--- src/rtl/button_debouncer_if.sv ---
// Button-side signal bundle: raw pin level in, debounced level and settling flag out.
interface button_debouncer_if;
    logic btn_in;
    logic level;
    logic settling;

    modport master (
        output btn_in,
        input  level,
        input  settling
    );

    modport slave (
        input  btn_in,
        output level,
        output settling
    );
endinterface

--- src/rtl/button_debouncer.sv ---
// Debounces an asynchronous bouncing button: two-flop synchronizer, four-state
// Moore FSM and a stability counter that must see a new level held long enough.
module button_debouncer #(
    parameter int unsigned STABLE_CYCLES = 1_000_000
) (
    input  logic                clk,
    input  logic                reset,
    button_debouncer_if.slave   bus
);
    localparam int unsigned CNT_W = $clog2(STABLE_CYCLES);
    localparam logic [CNT_W-1:0] CNT_LAST = CNT_W'(STABLE_CYCLES - 1);

    typedef enum logic [1:0] {
        LOW       = 2'b00,
        WAIT_HIGH = 2'b01,
        HIGH      = 2'b10,
        WAIT_LOW  = 2'b11
    } state_e;

    logic             sync1_q, sync1_d;
    logic             btn_s_q, btn_s_d;
    state_e           state_q, state_d;
    logic [CNT_W-1:0] cnt_q,   cnt_d;

    // Synchronizer path: only btn_s_q feeds the FSM.
    always_comb begin
        sync1_d = bus.btn_in;
        btn_s_d = sync1_q;
    end

    always_ff @(posedge clk) begin
        if (reset) begin
            sync1_q <= 1'b0;
            btn_s_q <= 1'b0;
            state_q <= LOW;
            cnt_q   <= '0;
        end else begin
            sync1_q <= sync1_d;
            btn_s_q <= btn_s_d;
            state_q <= state_d;
            cnt_q   <= cnt_d;
        end
    end

    // Next-state and counter: any disagreement while timing aborts back to the held level.
    always_comb begin
        state_d = state_q;
        cnt_d   = '0;
        unique case (state_q)
            LOW: begin
                if (btn_s_q) begin
                    state_d = WAIT_HIGH;
                end
            end
            WAIT_HIGH: begin
                if (!btn_s_q) begin
                    state_d = LOW;
                end else if (cnt_q == CNT_LAST) begin
                    state_d = HIGH;
                end else begin
                    cnt_d = cnt_q + CNT_W'(1);
                end
            end
            HIGH: begin
                if (!btn_s_q) begin
                    state_d = WAIT_LOW;
                end
            end
            WAIT_LOW: begin
                if (btn_s_q) begin
                    state_d = HIGH;
                end else if (cnt_q == CNT_LAST) begin
                    state_d = LOW;
                end else begin
                    cnt_d = cnt_q + CNT_W'(1);
                end
            end
            default: begin
                state_d = LOW;
            end
        endcase
    end

    // Outputs decode the state register only, so there is no path from btn_in.
    assign bus.level    = (state_q == HIGH) || (state_q == WAIT_LOW);
    assign bus.settling = (state_q == WAIT_HIGH) || (state_q == WAIT_LOW);

endmodule

--- src/flat_wrapper.sv ---
// flat-port wrapper written by rule: the top's interface ports become plain ports
module button_debouncer_flat 
#(
    parameter int unsigned STABLE_CYCLES = 1_000_000
)
  (clk, reset, bus_btn_in, bus_level, bus_settling);
  button_debouncer_if bus_i ();
  input  logic clk;
  input  logic reset;
  input wire logic [$bits(bus_i.btn_in)-1:0] bus_btn_in;
  output wire logic [$bits(bus_i.level)-1:0] bus_level;
  output wire logic [$bits(bus_i.settling)-1:0] bus_settling;
  assign bus_i.btn_in = bus_btn_in;
  assign bus_level = bus_i.level;
  assign bus_settling = bus_i.settling;
  button_debouncer #(.STABLE_CYCLES(STABLE_CYCLES)) u_core (.clk(clk), .reset(reset), .bus(bus_i));
endmodule
--- config.mk ---
export PLATFORM = sky130hd
export DESIGN_NAME = button_debouncer_flat
export DESIGN_NICKNAME = d
export VERILOG_FILES = /design/src/rtl/button_debouncer_if.sv /design/src/rtl/button_debouncer.sv /design/src/flat_wrapper.sv
export SDC_FILE = /design/constraint.sdc
export NUM_CORES = 1
export LEC_CHECK = 0
export ABC_CLOCK_PERIOD_IN_PS = 2580
export BUFFER_PORTS_ARGS = -buffer_cell sky130_fd_sc_hd__buf_2
export CAP_MARGIN = 20
export CORE_ASPECT_RATIO = 1.1
export CORE_MARGIN = 5
export CORE_UTILIZATION = 30
export DETAILED_ROUTE_END_ITERATION = 8
export PLACE_DENSITY = 0.55
export SYNTH_ARGS = -nofsm -noshare
export SYNTH_HDL_FRONTEND = slang
export SYNTH_SLANG_ARGS = --single-unit
--- constraint.sdc ---
create_clock -name clk -period 2.58 [get_ports clk]
set_input_delay 0.516 -clock clk [delete_from_list [all_inputs] [get_ports clk]]
set_output_delay 0.516 -clock clk [all_outputs]
set_load 0.03 [all_outputs]
==> tab_implementation.tex, run 1 <==
\begin{tabular}{lr}
\hline
Metric & Value \\
\hline
\multicolumn{2}{l}{\textbf{Outcome}} \\
\quad Status & complete, no violations \\
\multicolumn{2}{l}{\textbf{Clock tree}} \\
\quad Clock latency on the worst-skew pair & 320 ps \\
\quad Worst-path clk slew & 120 ps \\
\quad CTS tree & yes \\
\quad Htree depth & 1 \\
\quad Number of resized instances in the post-cts repair step & 0 \\
\quad Longest Clk Path Bufs & 2 \\
\quad Clk sinks & 24 \\
\quad Post-CTS Setup Inserts & 0 \\
\quad Root Buffer & clkbuf\_4 \\
\quad Number of hold buffers added after cts & 0 \\
\quad CTS buffer count & 3 \\
\multicolumn{2}{l}{\textbf{Floorplanning}} \\
\quad Core Rows & 22 \\
\quad Die width & 67.1 um \\
\quad Area enclosed by the die boundary & 4880 um2 \\
\quad Top-Level Pins & 5 \\
\quad Die height & 72.8 um \\
\quad Initial Util & 31.7\% \\
\quad Area of the core & 3390 um2 \\
\multicolumn{2}{l}{\textbf{Global routing}} \\
\quad Final global-route overflow total & 0 \\
\quad Number of global-route vias before repair & 798 \\
\quad Met1 usage in global routing & 9.83\% \\
\quad Global-route wire length before repair & 3.39 mm \\
\quad Maximum number of pins on one net before global-route repair & 19 \\
\quad Busiest layer in global routing & met2 \\
\quad GR Layer Usage met3 & 1.39\% \\
\quad Initial antenna violation count & 0 \\
\quad Global routing usage summed across all routing layers & 9.13\% \\
\quad Met2 usage in global routing & 16.5\% \\
\multicolumn{2}{l}{\textbf{Logic synthesis}} \\
\quad Count of mapped cells out of synthesis & 121 \\
\quad Count of distinct cell types in the synthesized netlist & 30 \\
\quad Synth Register Bits & 24 \\
\quad Cell area after synthesis & 1070 um2 \\
\quad FFs w/ async S/R, synth & 0\% \\
\quad Total nets after synthesis & 125 \\
\quad Share of the synthesized area in the top cell type & 44.7\% \\
\quad Yosys warning total & 0 \\
\quad Most area-consuming cells after synthesis & dfxtp\_1 (45\%), xnor2\_1 (7.3\%), nor2\_1 (5.9\%), nand4\_1 (4.7\%), xor2\_1 (4.1\%) \\
\quad Most used DFF post-synth & dfxtp\_1 \\
\quad Average size of a mapped cell & 8.88 um2 \\
\quad Number of enable flip-flop cells after synthesis & 0 \\
\quad Area leader, netlist & dfxtp\_1 \\
\quad Sequential fraction of the synthesis area & 44.7\% \\
\multicolumn{2}{l}{\textbf{Detailed routing}} \\
\quad DRC violation total after the first TritonRoute iteration & 20 \\
\quad Final ANT Viol Nets & 0 \\
\quad Vias post-DR & 857 \\
\quad Final Routed Wirelength & 2.01 mm \\
\quad 1st-pass router iterations & 5 \\
\quad Residual DRC & 0 \\
\quad Post-DR wirelength/cell & 11.5 um \\
\quad Vias per Instance & 4.93 \\
\multicolumn{2}{l}{\textbf{Timing}} \\
\quad Setup repair after global routing missed its margin & false \\
\quad Final max-slew violation count & 0 \\
\quad Worst Tran Pin Value & 504 ps \\
\quad Minimum clock period after layout & 2090 ps \\
\quad Final-report hold violation count & 0 \\
\quad Final setup viols & 0 \\
\quad WHS & 370 ps \\
\quad Fmax & 478 MHz \\
\quad Crit share post-route & 81.0\% \\
\quad Max Clock Skew & 5.20 ps \\
\quad Relative slew slack & 66.1\% \\
\quad Aggregate negative setup slack & 0 ps \\
\multicolumn{2}{l}{\textbf{Pwr}} \\
\quad Peak supply drop & 0.000253 V \\
\quad PD cells & 491 nW/um2 \\
\quad Reported leakage power & 0.000346 uW \\
\multicolumn{2}{l}{\textbf{Setup path}} \\
\quad Source of the worst register-to-register timing path & u\_core.cnt\_q[0] \\
\quad Crit-path max FO & 6 \\
\quad Crit path launch & u\_core.cnt\_q[0] \\
\quad Data required time at the worst endpoint & 2800 ps \\
\quad Type of origin of the critical path & flop \\
\quad Worst Setup Path Type & flop to flop \\
\quad Data arrival, critical path & 2310 ps \\
\quad Category of the worst setup path capture point & flop \\
\multicolumn{2}{l}{\textbf{Placed design}} \\
\quad Final weighted congestion of routability-driven global placement & 0.798 \\
\quad HPWL reported at the end of detailed placement & 1.56 mm \\
\quad Placed Cells incl. Taps & 170 \\
\quad Placed inst area & 1140 um2 \\
\quad Count of port buffers added during placement & 4 \\
\multicolumn{2}{l}{\textbf{Finish}} \\
\quad Growth of design area from synthesis to finish & 9.43\% \\
\quad FF/Latch Area & 480 um2 \\
\quad \# diodes & 0 \\
\quad Finished Cell Area & 1180 um2 \\
\quad Final Non-Filler Cells & 174 \\
\quad Number of inserted filler cells in the final layout & 356 \\
\quad Fraction of layout instances using a drive strength above 1 & 9.52\% \\
\quad Multi-input combinational cell area & 561 um2 \\
\quad Nets & 131 \\
\multicolumn{2}{l}{\textbf{Hold path}} \\
\quad Path type of the worst min-delay path & primary input to flop \\
\quad Startpoint of the lowest-slack hold path & reset \\
\multicolumn{2}{l}{\textbf{Run}} \\
\quad MaxCap Viol Count & 0 \\
\hline
\end{tabular}
## metal layers
metal | vias up | share of wire [%]
met4 | 0 | 2.5
met3 | 5 | 1.6
met2 | 8 | 52
met1 | 403 | 44
met5 | - | 0
li1 | 441 | -
## critical path, cell delays in order, from the launching register on
cell and delay [ps]:
dfxtp_1 410, ha_1 220, nand3_1 220, or4_4 620, o311a_1 350, a31o_1 180
## state kept, by name, summed over array words and instances, names as in the netlist, named ones only
name            cells
u_core.btn_s_q      1
u_core.cnt_q       20
u_core.state_q      1
u_core.btn_s_d      1
## area by class of cell
class	instances	area share (%)
multi-input combinational	89	47.7
sequential	24	40.9
tap	48	5.11
clock buffer	4	3.09
timing repair buffer	4	1.70
inverter	5	1.60
## final timing paths
| kind | endpoint | slack, ps | cells past startpoint |
|---|---|---|---|
| hold reg to reg | u_core.btn_s_q | 460 | 1 |
| hold / removal | u_core.btn_s_d | 370 | 2 |
| setup reg to reg | flop | 490 | 5 |
| setup / recovery | flop | 490 | 5 |
## cell families (layout without fill, tap and decap cells)
| logic type | count (synthesis) | after routing | synth area share [%] |
|---|---|---|---|
| fa+ha+maj | 1 | 1 | 1.16 |
| compound gates | 14 | 14 | 9.43 |
| simple gates | 60 | 60 | 30.2 |
| flops | 24 | 24 | 44.7 |
| buf+inv | 8 | 13 | 3.14 |
| xor+xnor | 14 | 14 | 11.4 |
## synth_stat cells (2+ instances only)
master    instances
nor2_1           17
nor4_1            2
xnor2_1           9
and3_1            2
nand2_1           7
or3_1             4
xor2_1            5
o21ai_0           4
nor3_1            3
a21oi_1           5
inv_1             5
nand4_1           8
and4_1            2
nand3_1           6
dfxtp_1          24
nor2b_1           3
clkbuf_1          2
## per-stage QoR
step / power [uW] / util [%] / setup WS (ps)
after global routing: 602 / 34.7 / 303
after global placement: 388 / 33.7 / 547
after CTS: 586 / 34.7 / 455
after detailed placement: 388 / 33.7 / 484
final: 577 / 34.7 / 489
after floorplan: 386 / - / 649
## placed cells by master (no fill, tap or decap), drive strengths merged, types with 3 or more instances in the layout
master | Yosys | layout
nor2b | 3 | 3
buf | 1 | 4
dfxtp | 24 | 24
and3 | 3 | 3
nand2 | 7 | 7
clkbuf | 2 | 4
nor3 | 3 | 3
a21oi | 5 | 5
xor2 | 5 | 5
nor2 | 17 | 17
nand3 | 6 | 6
xnor2 | 9 | 9
or3 | 4 | 4
o21ai | 4 | 4
nand4 | 8 | 8
inv | 5 | 5
## power by group
part	leakage (uW)	switching, uW	internal, uW	total, uW
combinational	0.000131	3.80	2.99	6.79
sequential	0.000194	0.885	372	373
clock	0.0000210	111	86.3	197
total	0.000346	115	462	577
Note: power is estimated with default switching activity, not from simulation.
==> run 2, diff against run 1 <==
ABC_CLOCK_PERIOD_IN_PS = 1980   (was 2580)
clock period = 1.98 ns   (was 2.58 ns; I/O delays follow)
==> tab_implementation.tex, run 2 (same netlist as run 1, synthesis figures left out) <==
\begin{tabular}{lr}
\hline
Metric & Value \\
\hline
\multicolumn{2}{l}{\textbf{Timing}} \\
\quad Relative slew slack & 69.1\% (+3.1 points) \\
\quad Minimum clock period after layout & 1930 ps (-165 ps) \\
\quad Crit share post-route & 97.2\% (+16 points) \\
\quad Final max-slew violation count & 0 (unchanged) \\
\quad Final-report hold violation count & 0 (unchanged) \\
\quad Max Clock Skew & 2.61 ps (-2.59 ps) \\
\quad Aggregate negative setup slack & 0 ps (unchanged) \\
\quad Fmax & 519 MHz (+8.6\%) \\
\quad Worst Tran Pin Value & 459 ps (-45.3 ps) \\
\quad Final setup viols & 0 (unchanged) \\
\multicolumn{2}{l}{\textbf{Setup path}} \\
\quad Worst-case register-to-register setup slack & 50 ps (-430 ps) \\
\quad Reg2Reg Depth & 4 (-1) \\
\quad Crit path launch & u\_core.cnt\_q[13] \\
\quad Data arrival, critical path & 2140 ps (-170 ps) \\
\quad Source of the worst register-to-register timing path & u\_core.cnt\_q[13] \\
\quad Crit-path max FO & 4 (-2) \\
\quad Worst Setup Path Type & flop to flop \\
\quad Category of the worst setup path capture point & flop \\
\quad Data required time at the worst endpoint & 2200 ps (-600 ps) \\
\quad Type of origin of the critical path & flop \\
\multicolumn{2}{l}{\textbf{Pwr}} \\
\quad Peak supply drop & 0.000391 V (+55\%) \\
\quad Reported leakage power & 0.000383 uW (+11\%) \\
\quad PD cells & 569 nW/um2 (+16\%) \\
\quad Total power of the final layout & 704 uW (+22\%) \\
\multicolumn{2}{l}{\textbf{Clock tree}} \\
\quad Number of hold buffers added after cts & 0 (unchanged) \\
\quad Post-CTS Setup Inserts & 0 (unchanged) \\
\quad Longest Clk Path Bufs & 2 (unchanged) \\
\quad Clock latency on the worst-skew pair & 300 ps (-20 ps) \\
\quad Root Buffer & clkbuf\_4 \\
\quad Worst-path clk slew & 120 ps (about the same) \\
\quad CTS buffer count & 3 (unchanged) \\
\quad Clk sinks & 24 (unchanged) \\
\quad Htree depth & 1 (unchanged) \\
\quad Number of resized instances in the post-cts repair step & 0 (unchanged) \\
\quad CTS tree & yes \\
\multicolumn{2}{l}{\textbf{Detailed routing}} \\
\quad DRC violation total after the first TritonRoute iteration & 14 (-30\%) \\
\quad Post-DR wirelength/cell & 11.4 um (-0.80\%) \\
\quad Residual DRC & 0 (unchanged) \\
\quad Final ANT Viol Nets & 0 (unchanged) \\
\quad 1st-pass router iterations & 4 (-1) \\
\quad Final Routed Wirelength & 2.07 mm (+3.2\%) \\
\quad Vias post-DR & 899 (+4.9\%) \\
\quad Vias per Instance & 4.97 (+0.84\%) \\
\multicolumn{2}{l}{\textbf{Placed design}} \\
\quad Final weighted congestion of routability-driven global placement & 0.792 (-0.75\%) \\
\quad Count of port buffers added during placement & 4 (unchanged) \\
\quad Placed inst area & 1210 um2 (+6.4\%) \\
\quad HPWL reported at the end of detailed placement & 1.56 mm (+0.23\%) \\
\multicolumn{2}{l}{\textbf{Floorplanning}} \\
\quad Initial Util & 31.7\% (unchanged) \\
\quad Die width & 67.1 um (unchanged) \\
\quad Core Rows & 22 (unchanged) \\
\quad Die height & 72.8 um (unchanged) \\
\quad Area enclosed by the die boundary & 4880 um2 (unchanged) \\
\quad Top-Level Pins & 5 (unchanged) \\
\quad Area of the core & 3390 um2 (unchanged) \\
\multicolumn{2}{l}{\textbf{Global routing}} \\
\quad Global-route wire length before repair & 3.35 mm (-1.4\%) \\
\quad Final global-route overflow total & 0 (unchanged) \\
\quad Initial antenna violation count & 0 (unchanged) \\
\quad Global routing usage summed across all routing layers & 8.93\% (-0.20 points) \\
\quad Maximum number of pins on one net before global-route repair & 19 (unchanged) \\
\quad Number of global-route vias before repair & 797 (-0.13\%) \\
\multicolumn{2}{l}{\textbf{Finish}} \\
\quad Fraction of layout instances using a drive strength above 1 & 15.0\% (+5.5 points) \\
\quad Growth of design area from synthesis to finish & 15.1\% \\
\quad Flip-flop count of the largest register, all copies and words added & 20 (unchanged) \\
\quad \# diodes & 0 (unchanged) \\
\quad Nets & 139 (+6.1\%) \\
\quad Register name with the most flops & u\_core.cnt\_q \\
\quad Most common library cell in the layout ignoring fill and taps & dfxtp\_1 \\
\quad Number of inserted filler cells in the final layout & 343 (-3.7\%) \\
\quad Finished Cell Area & 1240 um2 (+5.2\%) \\
\quad Commonest cells after routing, fill and taps aside & dfxtp\_1 (24), nor2\_1 (17), xnor2\_1 (9), nand4\_1 (8) \\
\multicolumn{2}{l}{\textbf{Hold path}} \\
\quad Path type of the worst min-delay path & primary input to flop \\
\multicolumn{2}{l}{\textbf{Outcome}} \\
\quad Status & complete, no violations \\
\multicolumn{2}{l}{\textbf{Run}} \\
\quad MaxCap Viol Count & 0 (unchanged) \\
\hline
\end{tabular}
[run 2: cell count changes in the layout (fill, tap and decap cells not counted), sizes merged]
cell / delta
clkbuf: -1
buf: +8
[run 2: final cells by class]
| class | instances | area (um2) | area share, % |
|---|---|---|---|
| Multi-Input combinational cell | 89 | 563 | 45.5 |
| Sequential cell | 24 | 480 | 38.8 |
| Timing Repair Buffer | 12 | 92.6 | 7.48 |
| Tap cell | 48 | 60.1 | 4.85 |
| Clock buffer | 3 | 22.5 | 1.82 |
| Inverter | 5 | 18.8 | 1.52 |
[run 2: per-stage QoR]
stage | utilization, % | hold slack (ps) | setup slack (ps) | cells
3_5_place_dp | 35.8 | 432 | 65.4 | 178
3_3_place_gp | 35.8 | 418 | 90.0 | 178
5_1_grt | 36.5 | 248 | -8.00 | 181
6_report | 36.5 | 254 | 54.9 | 181
4_1_cts | 36.5 | 245 | 41.4 | 181
2_1_floorplan | - | 414 | 48.7 | 121
[run 2: report_power, final]
part | switching (uW) | internal (uW)
Sequential | 1.10 | 485
Clock | 137 | 71.0
Combinational | 4.99 | 4.23
[run 2: metal layers]
| metal | track usage (%) | wire length, um | part of all wire, % |
|---|---|---|---|
| met5 | 0 | 0 | 0 |
| met4 | 4.05 | 9 | 0.43 |
| met3 | 1.39 | 57 | 2.8 |
| met2 | 15.4 | 1050 | 51 |
| met1 | 10.7 | 957 | 46 |
[run 2: critical path: stages (launching register included)]
cell	delay [ps]
dfxtp_1	330
or4b_1	500
or4_4	470
o311a_1	350
a31o_1	180
[run 2: how the worst min path moves through the flow]
stage | start | end | slack [ps] | cells past startpoint
4_1_cts | reset | u_core.btn_s_q | 250 | 2
6_report | reset | u_core.btn_s_d | 250 | 2
3_3_place_gp | u_core.btn_s_d | u_core.btn_s_q | 420 | 1
2_1_floorplan | u_core.btn_s_d | u_core.btn_s_q | 410 | 1
5_1_grt | reset | u_core.btn_s_q | 250 | 2
3_5_place_dp | u_core.btn_s_d | u_core.btn_s_q | 430 | 1
==> run 3, diff against run 2 <==
ABC_CLOCK_PERIOD_IN_PS = 1600   (was 1980)
PLACE_DENSITY = 0.56   (was 0.55)
clock period = 1.6 ns   (was 1.98 ns; I/O delays follow)
==> tab_implementation.tex, run 3 (same netlist as run 1, synthesis figures left out) <==
\begin{tabular}{lr}
\hline
Metric & Value \\
\hline
\multicolumn{2}{l}{\textbf{Finish}} \\
\quad Fraction of layout instances using a drive strength above 1 & 28.4\% (+13 points) \\
\quad \# diodes & 0 (unchanged) \\
\quad Flip-flop count of the largest register, all copies and words added & 20 (unchanged) \\
\quad Register name with the most flops & u\_core.cnt\_q \\
\quad Nets & 160 (+15\%) \\
\quad Growth of design area from synthesis to finish & 34.9\% \\
\quad Most common library cell in the layout ignoring fill and taps & buf\_4 \\
\quad Final standard cell utilization of the core & 42.8\% (+6.3 points) \\
\quad Commonest cells after routing, fill and taps aside & buf\_4 (26), dfxtp\_1 (23), nor2\_1 (17), xnor2\_1 (9), nand4\_1 (8) \\
\multicolumn{2}{l}{\textbf{Clock tree}} \\
\quad Clock latency on the worst-skew pair & 310 ps (about the same) \\
\quad Htree depth & 1 (unchanged) \\
\quad Worst-path clk slew & 140 ps (+20 ps) \\
\quad Post-CTS Setup Inserts & 0 (unchanged) \\
\quad Number of hold buffers added after cts & 0 (unchanged) \\
\quad Longest Clk Path Bufs & 2 (unchanged) \\
\quad Root Buffer & clkbuf\_4 \\
\quad Clk sinks & 24 (unchanged) \\
\quad CTS buffer count & 3 (unchanged) \\
\quad CTS tree & yes \\
\multicolumn{2}{l}{\textbf{Setup path}} \\
\quad Cell at the slowest stage of the critical path & or4b\_4 \\
\quad Largest stage delay on the critical path & 510 ps (about the same) \\
\quad Top Family by Delay on Critical Path & simple AND/OR/NAND/NOR gates \\
\quad Data arrival, critical path & 2100 ps (-40 ps) \\
\quad Worst Path Buf+Inv & 2 (+2) \\
\quad Worst Setup Path Type & flop to flop \\
\quad Type of origin of the critical path & flop \\
\quad Category of the worst setup path capture point & flop \\
\quad List of cells traversed by the critical path & or4b\_4, or4\_4, buf\_6, o21bai\_4, buf\_12, a21oi\_1 \\
\quad Crit-path max FO & 18 (+14) \\
\quad Data required time at the worst endpoint & 1810 ps (-390 ps) \\
\multicolumn{2}{l}{\textbf{Timing}} \\
\quad Final-report hold violation count & 0 (unchanged) \\
\quad Fmax & 528 MHz (+1.6\%) \\
\quad Max Clock Skew & 11.7 ps (+9.09 ps) \\
\quad Minimum clock period after layout & 1890 ps (-30.8 ps) \\
\quad Final max-slew violation count & 0 (unchanged) \\
\quad Setup repair after global routing missed its margin & true \\
\quad Final setup viols & 20 (+20) \\
\quad Worst Tran Pin Value & 339 ps (-119 ps) \\
\quad Relative slew slack & 77.2\% (+8.0 points) \\
\quad Min setup slack post-route & -294 ps (-349 ps) \\
\quad Crit share post-route & 118\% (+21 points) \\
\multicolumn{2}{l}{\textbf{Detailed routing}} \\
\quad Vias post-DR & 966 (+7.5\%) \\
\quad Residual DRC & 0 (unchanged) \\
\quad Post-DR wirelength/cell & 11.6 um (+1.1\%) \\
\quad Vias per Instance & 4.76 (-4.2\%) \\
\quad Final Routed Wirelength & 2.35 mm (+13\%) \\
\quad Final ANT Viol Nets & 0 (unchanged) \\
\quad DRC violation total after the first TritonRoute iteration & 19 (+5) \\
\quad 1st-pass router iterations & 4 (unchanged) \\
\multicolumn{2}{l}{\textbf{Floorplanning}} \\
\quad Die width & 67.1 um (unchanged) \\
\quad Core Rows & 22 (unchanged) \\
\quad Area enclosed by the die boundary & 4880 um2 (unchanged) \\
\quad Top-Level Pins & 5 (unchanged) \\
\quad Initial Util & 31.7\% (unchanged) \\
\quad Area of the core & 3390 um2 (unchanged) \\
\quad Die height & 72.8 um (unchanged) \\
\multicolumn{2}{l}{\textbf{Global routing}} \\
\quad Number of global-route vias before repair & 968 (+21\%) \\
\quad Maximum number of pins on one net before global-route repair & 19 (unchanged) \\
\quad Global routing usage summed across all routing layers & 10.8\% (+1.8 points) \\
\quad Initial antenna violation count & 0 (unchanged) \\
\quad Global-route wire length before repair & 4.06 mm (+21\%) \\
\quad Final global-route overflow total & 0 (unchanged) \\
\multicolumn{2}{l}{\textbf{Pwr}} \\
\quad Total power of the final layout & 1050 uW (+49\%) \\
\quad PD cells & 722 nW/um2 (+27\%) \\
\quad Peak supply drop & 0.000400 V (+2.3\%) \\
\quad Reported leakage power & 0.000522 uW (+36\%) \\
\multicolumn{2}{l}{\textbf{Outcome}} \\
\quad Violated checks & negative setup slack \\
\quad Status & finished, violations left \\
\multicolumn{2}{l}{\textbf{Run}} \\
\quad MaxCap Viol Count & 0 (unchanged) \\
\multicolumn{2}{l}{\textbf{Placed design}} \\
\quad Count of port buffers added during placement & 4 (unchanged) \\
\quad HPWL reported at the end of detailed placement & 1.85 mm (+18\%) \\
\quad Final weighted congestion of routability-driven global placement & 0.755 (-4.7\%) \\
\multicolumn{2}{l}{\textbf{Hold path}} \\
\quad Path type of the worst min-delay path & primary input to flop \\
\hline
\end{tabular}
## run 3: cell type report
class	count	area, um2
inverters	5	18.8
multi-input cells	89	579
clock inverters	1	30.0
repair buffers	33	258
flip-flops and latches	24	482
well taps	48	60.1
clock buffers	3	22.5
fillers	352	1940
## run 3: timing repair
item	CTS	global route
setup endpoints to repair	20	20
gates resized for setup	3	1
pin swaps	2	0
cloned	0	0
## run 3: final timing paths
check	depth (start not counted)	to	start	slack, ps
worst max register to register	6	u_core.cnt_q[15]	u_core.cnt_q[13]	-290
worst min-delay path	2	u_core.btn_s_q	reset	170
worst max-delay path	6	u_core.cnt_q[15]	u_core.cnt_q[13]	-290
worst min register to register	1	u_core.btn_s_q	u_core.btn_s_d	450
## run 3: report_power, final
group	switching (uW)	total (uW)	internal, uW
Clock	179	432	253
Sequential	1.28	602	601
Combinational	7.02	12.8	5.76
Total	187	1050	860
## run 3: layer usage
metal  part of all wire, %  global-route usage, %  wire, um  vias to the layer above
met5                     0                      0         0                        -
met4                  0.60                   4.73        14                        0
met3                   1.4                   1.85        33                        2
met2                    54                   18.6      1270                        6
met1                    44                   12.9      1040                      461
li1                      -                      -         -                      497
## run 3: metrics by stage
| step | setup slack, ps | TNS, ps | instances | area, um2 | hold slack, ps |
|---|---|---|---|---|---|
| 2_1_floorplan | -292 | -2810 | 121 | 1080 | 392 |
| 3_3_place_gp | -251 | -4590 | 199 | 1380 | 418 |
| 3_5_place_dp | -287 | -5180 | 199 | 1380 | 432 |
| 4_1_cts | -288 | -5520 | 203 | 1450 | 158 |
| 5_1_grt | -365 | -6660 | 203 | 1450 | 132 |
| 6_report | -294 | -5610 | 203 | 1450 | 167 |
